## config.mk

```make
export PLATFORM = sky130hd
export DESIGN_NAME = maxpool_stream
export DESIGN_NICKNAME = d
export VERILOG_FILES = /design/src/rtl/maxpool_stream.sv
export SDC_FILE = /design/constraint.sdc
export NUM_CORES = 2
export LEC_CHECK = 0
export CELL_PAD_IN_SITES_DETAIL_PLACEMENT = 1
export CELL_PAD_IN_SITES_GLOBAL_PLACEMENT = 1
export CORE_MARGIN = 2
export CORE_UTILIZATION = 60
export DETAILED_ROUTE_END_ITERATION = 12
export HOLD_SLACK_MARGIN = 0.03
export PLACE_DENSITY_LB_ADDON = 0.1
export SETUP_SLACK_MARGIN = 0.02
export SYNTH_ARGS = -nofsm -noshare
export SYNTH_HDL_FRONTEND = slang
export SYNTH_SLANG_ARGS = --single-unit
```

## constraint.sdc

```tcl
create_clock -name clk -period 37.7 [get_ports clk]
set_input_delay 7.54 -clock clk [delete_from_list [all_inputs] [get_ports clk]]
set_output_delay 7.54 -clock clk [all_outputs]
set_load 0.03 [all_outputs]
```

## src/rtl/maxpool_stream.sv

```systemverilog
// Streaming KxK max-pool (K = 2 or 3, stride K) over a row-major signed
// pixel stream. Horizontal maxima are reduced on the fly; a row buffer
// indexed by window column folds the K rows of each window together.
module maxpool_stream #(
  parameter int DATA_WIDTH = 16,
  parameter int MAX_COLS   = 256,
  parameter int ROW_W      = 16,
  localparam int COL_W     = $clog2(MAX_COLS + 1)
) (
  input  logic                  clk,
  input  logic                  rst,
  input  logic                  start,
  input  logic [COL_W-1:0]      cfg_cols,
  input  logic [ROW_W-1:0]      cfg_rows,
  input  logic                  cfg_pool,
  input  logic                  cfg_relu,
  input  logic [DATA_WIDTH-1:0] s_data,
  input  logic                  s_valid,
  output logic                  s_ready,
  output logic [DATA_WIDTH-1:0] m_data,
  output logic                  m_valid,
  input  logic                  m_ready,
  output logic                  m_last,
  output logic                  busy,
  output logic                  done
);

  localparam int BUF_D = (MAX_COLS / 2 > 0) ? MAX_COLS / 2 : 1;
  localparam int IDX_W = (BUF_D > 1) ? $clog2(BUF_D) : 1;
  localparam int CW1   = COL_W + 1;
  localparam int RW1   = ROW_W + 1;

  typedef enum logic [1:0] {IDLE, RUN, FLUSH} state_t;

  state_t state_q, state_d;

  // latched frame configuration
  logic [COL_W-1:0] cols_q, cols_d;
  logic [ROW_W-1:0] rows_q, rows_d;
  logic             k3_q, k3_d;
  logic             relu_q, relu_d;

  // position counters
  logic [COL_W-1:0] col_q, col_d;
  logic [ROW_W-1:0] row_q, row_d;
  logic [1:0]       hpos_q, hpos_d;
  logic [1:0]       vpos_q, vpos_d;
  logic [IDX_W-1:0] wc_q, wc_d;

  // output register control
  logic m_valid_q, m_valid_d;
  logic m_last_q, m_last_d;

  // datapath storage (no reset)
  logic signed [DATA_WIDTH-1:0] hmax_q;
  logic signed [DATA_WIDTH-1:0] m_data_q;
  logic signed [DATA_WIDTH-1:0] rowbuf_q [BUF_D];

  logic signed [DATA_WIDTH-1:0] pix, hcur, bufrd, comb;
  logic [1:0]     kv, km1;
  logic           s_hs, m_hs, hdone, vdone, row_end, last_px, emit, last_win;
  logic [CW1-1:0] col_plus_k;
  logic [RW1-1:0] row_plus_k;

  function automatic logic signed [DATA_WIDTH-1:0] smax(
    input logic signed [DATA_WIDTH-1:0] a,
    input logic signed [DATA_WIDTH-1:0] b
  );
    return (a > b) ? a : b;
  endfunction

  function automatic logic signed [DATA_WIDTH-1:0] relu(
    input logic signed [DATA_WIDTH-1:0] x,
    input logic                         en
  );
    return (en && x < 0) ? '0 : x;
  endfunction

  assign s_ready = (state_q == RUN) && !(m_valid_q && !m_ready);
  assign s_hs    = s_valid && s_ready;
  assign m_hs    = m_valid_q && m_ready;
  assign m_valid = m_valid_q;
  assign m_last  = m_last_q;
  assign m_data  = m_data_q;

  // window geometry and the horizontal/vertical reduction path
  always_comb begin
    kv         = k3_q ? 2'd3 : 2'd2;
    km1        = k3_q ? 2'd2 : 2'd1;
    pix        = s_data;
    hdone      = (hpos_q == km1);
    vdone      = (vpos_q == km1);
    row_end    = ((col_q + COL_W'(1)) == cols_q);
    last_px    = row_end && ((row_q + ROW_W'(1)) == rows_q);
    col_plus_k = {1'b0, col_q} + CW1'(kv);
    row_plus_k = {1'b0, row_q} + RW1'(kv);
    // no further complete window fits to the right / below this one
    last_win   = (col_plus_k >= {1'b0, cols_q}) && (row_plus_k >= {1'b0, rows_q});
    hcur       = (hpos_q == 2'd0) ? pix : smax(hmax_q, pix);
    bufrd      = rowbuf_q[wc_q];
    comb       = (vpos_q == 2'd0) ? hcur : smax(bufrd, hcur);
    emit       = s_hs && hdone && vdone;
  end

  // next-state for configuration, counters and output-register control
  always_comb begin
    cols_d    = cols_q;
    rows_d    = rows_q;
    k3_d      = k3_q;
    relu_d    = relu_q;
    col_d     = col_q;
    row_d     = row_q;
    hpos_d    = hpos_q;
    vpos_d    = vpos_q;
    wc_d      = wc_q;
    m_valid_d = m_valid_q;
    m_last_d  = m_last_q;

    if (state_q == IDLE && start) begin
      cols_d = cfg_cols;
      rows_d = cfg_rows;
      k3_d   = cfg_pool;
      relu_d = cfg_relu;
      col_d  = '0;
      row_d  = '0;
      hpos_d = '0;
      vpos_d = '0;
      wc_d   = '0;
    end

    if (s_hs) begin
      if (row_end) begin
        col_d  = '0;
        row_d  = row_q + ROW_W'(1);
        hpos_d = '0;
        wc_d   = '0;
        vpos_d = vdone ? 2'd0 : vpos_q + 2'd1;
      end else begin
        col_d  = col_q + COL_W'(1);
        hpos_d = hdone ? 2'd0 : hpos_q + 2'd1;
        wc_d   = hdone ? wc_q + IDX_W'(1) : wc_q;
      end
    end

    if (emit) begin
      m_valid_d = 1'b1;
      m_last_d  = last_win;
    end else if (m_hs) begin
      m_valid_d = 1'b0;
      m_last_d  = 1'b0;
    end
  end

  // FSM next state and status outputs
  always_comb begin
    state_d = state_q;
    done    = 1'b0;
    busy    = (state_q != IDLE);
    case (state_q)
      IDLE:    if (start) state_d = RUN;
      RUN:     if (s_hs && last_px) state_d = FLUSH;
      FLUSH: begin
        if (!m_valid_q || m_ready) begin
          state_d = IDLE;
          done    = 1'b1;
        end
      end
      default: state_d = IDLE;
    endcase
  end

  // FSM state register
  always_ff @(posedge clk) begin
    if (rst) state_q <= IDLE;
    else     state_q <= state_d;
  end

  // control registers: configuration, counters, output valid/last
  always_ff @(posedge clk) begin
    if (rst) begin
      cols_q    <= '0;
      rows_q    <= '0;
      k3_q      <= 1'b0;
      relu_q    <= 1'b0;
      col_q     <= '0;
      row_q     <= '0;
      hpos_q    <= '0;
      vpos_q    <= '0;
      wc_q      <= '0;
      m_valid_q <= 1'b0;
      m_last_q  <= 1'b0;
    end else begin
      cols_q    <= cols_d;
      rows_q    <= rows_d;
      k3_q      <= k3_d;
      relu_q    <= relu_d;
      col_q     <= col_d;
      row_q     <= row_d;
      hpos_q    <= hpos_d;
      vpos_q    <= vpos_d;
      wc_q      <= wc_d;
      m_valid_q <= m_valid_d;
      m_last_q  <= m_last_d;
    end
  end

  // datapath registers: running max, row buffer, output data
  always_ff @(posedge clk) begin
    if (s_hs) hmax_q <= hcur;
    if (s_hs && hdone) rowbuf_q[wc_q] <= comb;
    if (emit) m_data_q <= relu(comb, relu_q);
  end

endmodule

```

## Word-level counts from Yosys, hierarchy flattened

Memories as Yosys holds them, arrays and structs flattened. A register that Yosys moved wholly into a read port is not among the register bits.
Cells that the tools add are included.

| operators by class | value |
|---|---|
| equal/unequal tests | 10 |
| muxes and demuxes | 37 |
| add/subtract/negate cells | 7 |
| magnitude comparators | 5 |
| reductions and logical operators | 23 |

Operators by type and width:

| operator | number |
|---|---|
| 2-to-1 mux 16 bit | 7 |
| 2-to-1 mux 7 bit | 6 |
| greater-than comparator 16 bit | 2 |
| 2-to-1 mux 9 bit | 3 |
| 2-to-1 mux 2 bit | 12 |
| adder 16 x 2 -> 17 bit | 1 |
| >= comparator 17 x 16 -> 1 bit | 1 |
| adder 16 x 1 -> 16 bit, second input constant | 1 |
| == test 16 bit | 1 |
| less-than comparator 16 x 1 -> 1 bit, second input constant | 1 |
| logical AND 1 bit | 11 |
| adder 9 x 2 -> 10 bit | 1 |
| >= comparator 10 x 9 -> 1 bit | 1 |
| adder 9 x 1 -> 9 bit, second input constant | 1 |
| == test 9 bit | 1 |
| 2-to-1 mux 1 bit | 8 |
| adder 7 x 1 -> 7 bit, second input constant | 1 |
| zero test 2 bit | 3 |
| one-hot mux 2 bit (3 select lines) | 1 |
| nonzero test 2 bit | 3 |
| adder 2 x 1 -> 2 bit, second input constant | 2 |
| == test 2 bit | 2 |
| != test 2 bit, second input constant | 2 |
| zero test 1 bit | 3 |
| other kinds (7) | 7 |

| word-level totals | value |
|---|---|
| input bits | 48 |
| bits in writable memories | 2048 |
| bits in registers | 99 |
| output and inout bits | 21 |
| memories kept | 1 |
| word-level logic and storage cells | 97 |

Memory list:

| memory | depth | bits a word | rd ports | clocked after Yosys merged registers in | write ports | RTL line | text |
|---|---|---|---|---|---|---|---|
| rowbuf_q | 128 | 16 | 1 | 1 | 1 | 57 | `logic signed [DATA_WIDTH-1:0] rowbuf_q [BUF_D];` |

## Depth between registers and ports, before layout

| depth | value |
|---|---|
| depth in word-level cells | 9 |
| depth in mapped cells | 20 |
| depth with buffers taken out | 17 |

## Worst setup path before layout

OpenSTA, ideal clock, no wires.

| timing path | value |
|---|---|
| kind | input port to flip-flop |
| start | in s_data[2] |
| end | mem rowbuf_q[0][15] (data pin) |
| setup time | 1.152 ns |
| buffers on the path | 2 |
| required time | 36.548 ns |
| cell stages on the path | 18 |
| data arrival time | 15.980 ns |
| slack | 20.568 ns |
| cells stage by stage | inv_1 > ha_1 > a21oi_1 > o221ai_1 > a221oi_1 > a211o_1 > clkbuf_1 > clkbuf_1 > nand3_1 > nand2_1 > inv_1 > ha_1 > nand3_1 > or4_1 > a21o_1 > a31oi_1 > nor4_2 > nor3_1 |

| between the ends | value |
|---|---|
| word-level cells in the longest chain between the ends | 6 |

RTL lines:

| element | RTL line | text |
|---|---|---|
| from (decl) | 17 | `input logic [DATA_WIDTH-1:0] s_data,` |
| greater-than comparator 16 bit | 69 | `return (a > b) ? a : b;` |
| 2-to-1 mux 16 bit | 69 |  |
| 2-to-1 mux 16 bit | 99 | `hcur = (hpos_q == 2'd0) ? pix : smax(hmax_q, pix);` |
| named net hcur[13] | 59 | `logic signed [DATA_WIDTH-1:0] pix, hcur, bufrd, comb;` |
| greater-than comparator 16 bit | 69 |  |
| 2-to-1 mux 16 bit | 69 |  |
| 2-to-1 mux 16 bit | 101 | `comb = (vpos_q == 2'd0) ? hcur : smax(bufrd, hcur);` |
| named net comb[15] | 59 |  |
| to (decl) | 57 |  |

The timed path passes the listed nets, and every way through them passes these cells.

## Worst setup path in the final report

| timing path | value |
|---|---|
| start | in m_ready |
| end | out done |

| between the ends | value |
|---|---|
| word-level cells in the longest chain between the ends | 3 |

RTL lines:

| element | RTL line | text |
|---|---|---|
| from (decl) | 22 | `input logic m_ready,` |
| logical OR 1 bit | 163 | `if (!m_valid_q \|\| m_ready) begin` |
| 2-to-1 mux 1 bit | 163 |  |
| 2-to-1 mux 1 bit | 159 | `case (state_q)` |
| to (decl) | 25 | `output logic done` |

No other way between the ends.

==> flow_summary.ini <==
[outcome]
run_status = finished with violations
violations = capacitance limit

[critical_path]
worstPathCellList = clkdlybuf4s50_1, nor2b_1, nor3b_1, clkdlybuf4s50_1
crit_fanout = 4
cp.required_ns = 30.16
worstRegToRegCells = 17
type_of_element_launching_the_critical_path = input port
end_kind = primary output
worst-endpoint-arrival_ns = 9.04
crit_type = in -> out
critical-path-slowest-cell = clkdlybuf4s50_1
max_stage_delay_ns = 0.70
path_common_cell = clkdlybuf4s50_1

[pwr]
design_power_total_mw = 4.96
p_leak_nw = 29.9
power_density_nw_per_um2 = 51.7
vdd_ir_drop_max_mv = 0.0467

[cts]
cts_setup_buffers = 0
clock_latency_ns = 0.84
numCtsBuffers = 209
cts_sinks = 2154
htree_levels = 4
cts_root_buf = clkbuf_16
tritoncts = yes
post_cts_hold_buffer_count = 0
number_of_resized_instances_in_the_post_cts_repair_step = 0
cts.reportedPaths.clkPinSlew_ns = 0.06
clockBufferDepth = 3

[logic_synthesis]
ys.warnings.count = 0
post_synth_mux_area_share_pct = 13.8
ys_dominant_reg_cell = edfxtp_1
post_synth.cell_area_avg_um2 = 19.1
synth_largest_type_area_fraction_pct = 72.8
postSynthRegisterBits = 2154
async_flop_share_pct = 0
synth_compound_gate_area_share_pct = 4.86
postSynthNetCount = 4607
synth_edf_count = 2080
post_synth_and_or_nand_nor_area_fraction_pct = 3.33
synthXorXnorAreaFrac_pct = 0.604
synth_sequential_area_ratio_pct = 74.6
synth_top_cells_by_area = edfxtp_1, mux4_2, dfxtp_1
combinational_family_with_the_most_area_after_synthesis = multiplexers
synthesis.instances = 4493
netlist_area_before_placement_um2 = 85700
synth_fa_ha_area_share_pct = 0.963
yosysTopAreaCell = edfxtp_1
yosys.cell_count.top_type = edfxtp_1
ys_types = 77
netlist_top_cells_count = edfxtp_1, mux4_2, a21oi_1

[sta]
final_min_period_over_clock_period_pct = 44.0
finalSetupTns_ns = 0
worst_clock_skew_ns = 0.0317
actual_slew_at_the_worst_max_slew_pin_ns = 1.49
slew_headroom_pct = 0.0653
rsz_0062_raised_after_global_routing = false
final-max-slew-violation-count = 0
top_achievable_clock_speed_mhz = 60.3
finalSetupViolCount = 0
finalHoldViolations = 0
final.min_clock_period_ns = 16.58

[layout]
seqCellArea_um2 = 64000
area_delta_synth_final_pct = 11.9
layout-drive-gt1-share_pct = 21.4
post_layout_nonfiller_instances = 6786
fin_nets = 4827
fillers = 11500
multi_input_comb_area_um2 = 20300
cell_area_after_layout_um2 = 95900

[drt]
detail_route.drc_violations = 0
detailed_route_iter0_violations = 5113
num_vias = 45900
routed_wire_length_per_instance_um = 34.5
antenna_left = 0
vias_per_cell = 6.76
postRouteWirelength_um = 234000
drtPass1Iterations = 5

[global_route]
number_of_antenna_violations_at_the_first_check_in_global_routing = 9
grt_first_pass_wirelength_um = 341000
overflow = 0
via_count_of_the_first_global_routing_pass = 48500
grtUsageTotal_pct = 32.6
maximum_number_of_pins_on_one_net_before_global_route_repair = 132

[run]
number_of_max_capacitance_violations_reported = 1

[min_path]
worst_hold_path_type = reg -> reg
worstHoldPathCells = 2

[floorplanning]
die_width_um = 382
floorplan.core_area_um2 = 142000
die_h_um = 382
floorplan.initialDensity_pct = 60.5
rows = 138
floorplan.die_area_um2 = 146000
floorplan.io_pins = 69

[placement]
post_dp_cell_area_um2 = 89200
gp_congestion = 0.856
post-dp-hpwl_um = 137000
placement.io_buffers = 68
place_inst = 6392
==> flip-flops by register name (all words and copies together), names as in the netlist, 2 cells and up, named ones only <==
| signal | count |
|---|---|
| rowbuf_q | 2048 |
| hmax_q | 16 |
| m_data | 16 |
| row_q | 16 |
| rows_q | 16 |
| col_q | 9 |
| cols_q | 9 |
| wc_q | 7 |
| hpos_q | 2 |
| state_q | 2 |
| vpos_q | 2 |
==> power breakdown <==
part           internal, mW  leakage [nW]  switching (mW)  total (mW)
combinational        0.0787          7.30           0.152       0.230
sequential             2.66          19.3         0.00583        2.66
clock                  1.17          3.28           0.897        2.06
==> cell usage in the layout (no fill, tap or decap), drive strengths merged, types with 30 or more instances in the layout <==
master,instances
mux2i,114
nor2,210
clkbuf,260
xnor2,30
a2111oi,32
inv,93
buf,201
edfxtp,2080
nand3,59
nand2,175
o22ai,33
ha,66
a22oi,196
a21oi,225
mux2,62
dfxtp,74
clkdlybuf4s50,67
clkinv,102
o21ai,43
mux4,444
==> per-layer routing <==
layer	track usage (%)	share of wire, %
met4	13.9	4.6
met3	5.77	7.8
met5	0	0.015
met2	52.5	49
met1	44.6	39
==> kinds of logic (layout without fill, tap and decap cells) <==
family,Yosys count,count (layout)
flops,2154,2154
compound gates,636,636
mux,620,620
simple gates,615,615
buf+inv,346,748
fa+ha+maj,66,66
xor+xnor,56,56
other cells,0,1
==> per-stage QoR <==
step | utilization (%) | hold slack, ns | setup WS [ns]
floorplan | - | 0.445 | 20.57
global placement | 62.9 | 0.461 | 21.17
detailed placement | 62.9 | 0.474 | 21.12
CTS | 67.7 | 0.499 | 21.11
global route | 67.7 | 0.525 | 21.03
finish | 67.7 | 0.491 | 21.12
==> final cells by class <==
type                            instances  share of cell area [%]
Inverter                               87                   0.340
Timing Repair Buffer                  268                    2.36
Tap cell                             1890                    2.46
Clock buffer                          260                    5.82
Antenna cell                            1                 0.00261
Sequential cell                      2154                    66.7
Clock inverter                        133                    1.18
Multi-Input combinational cell       1993                    21.2
==> final timing paths <==
kind / startpoint / end / slack, ns
max: m_ready / done / 21.12
min: m_last / m_last / 0.49
max reg2reg: flop / rowbuf_q[92][4] / 27.67
min reg2reg: m_last / m_last / 0.49
==> worst max-delay path, delay by kind of cell <==
family        cells  cell delay (ns)
buf+inv           2             1.19
simple gates      2             0.31
Note: power is estimated with default switching activity, not from simulation.
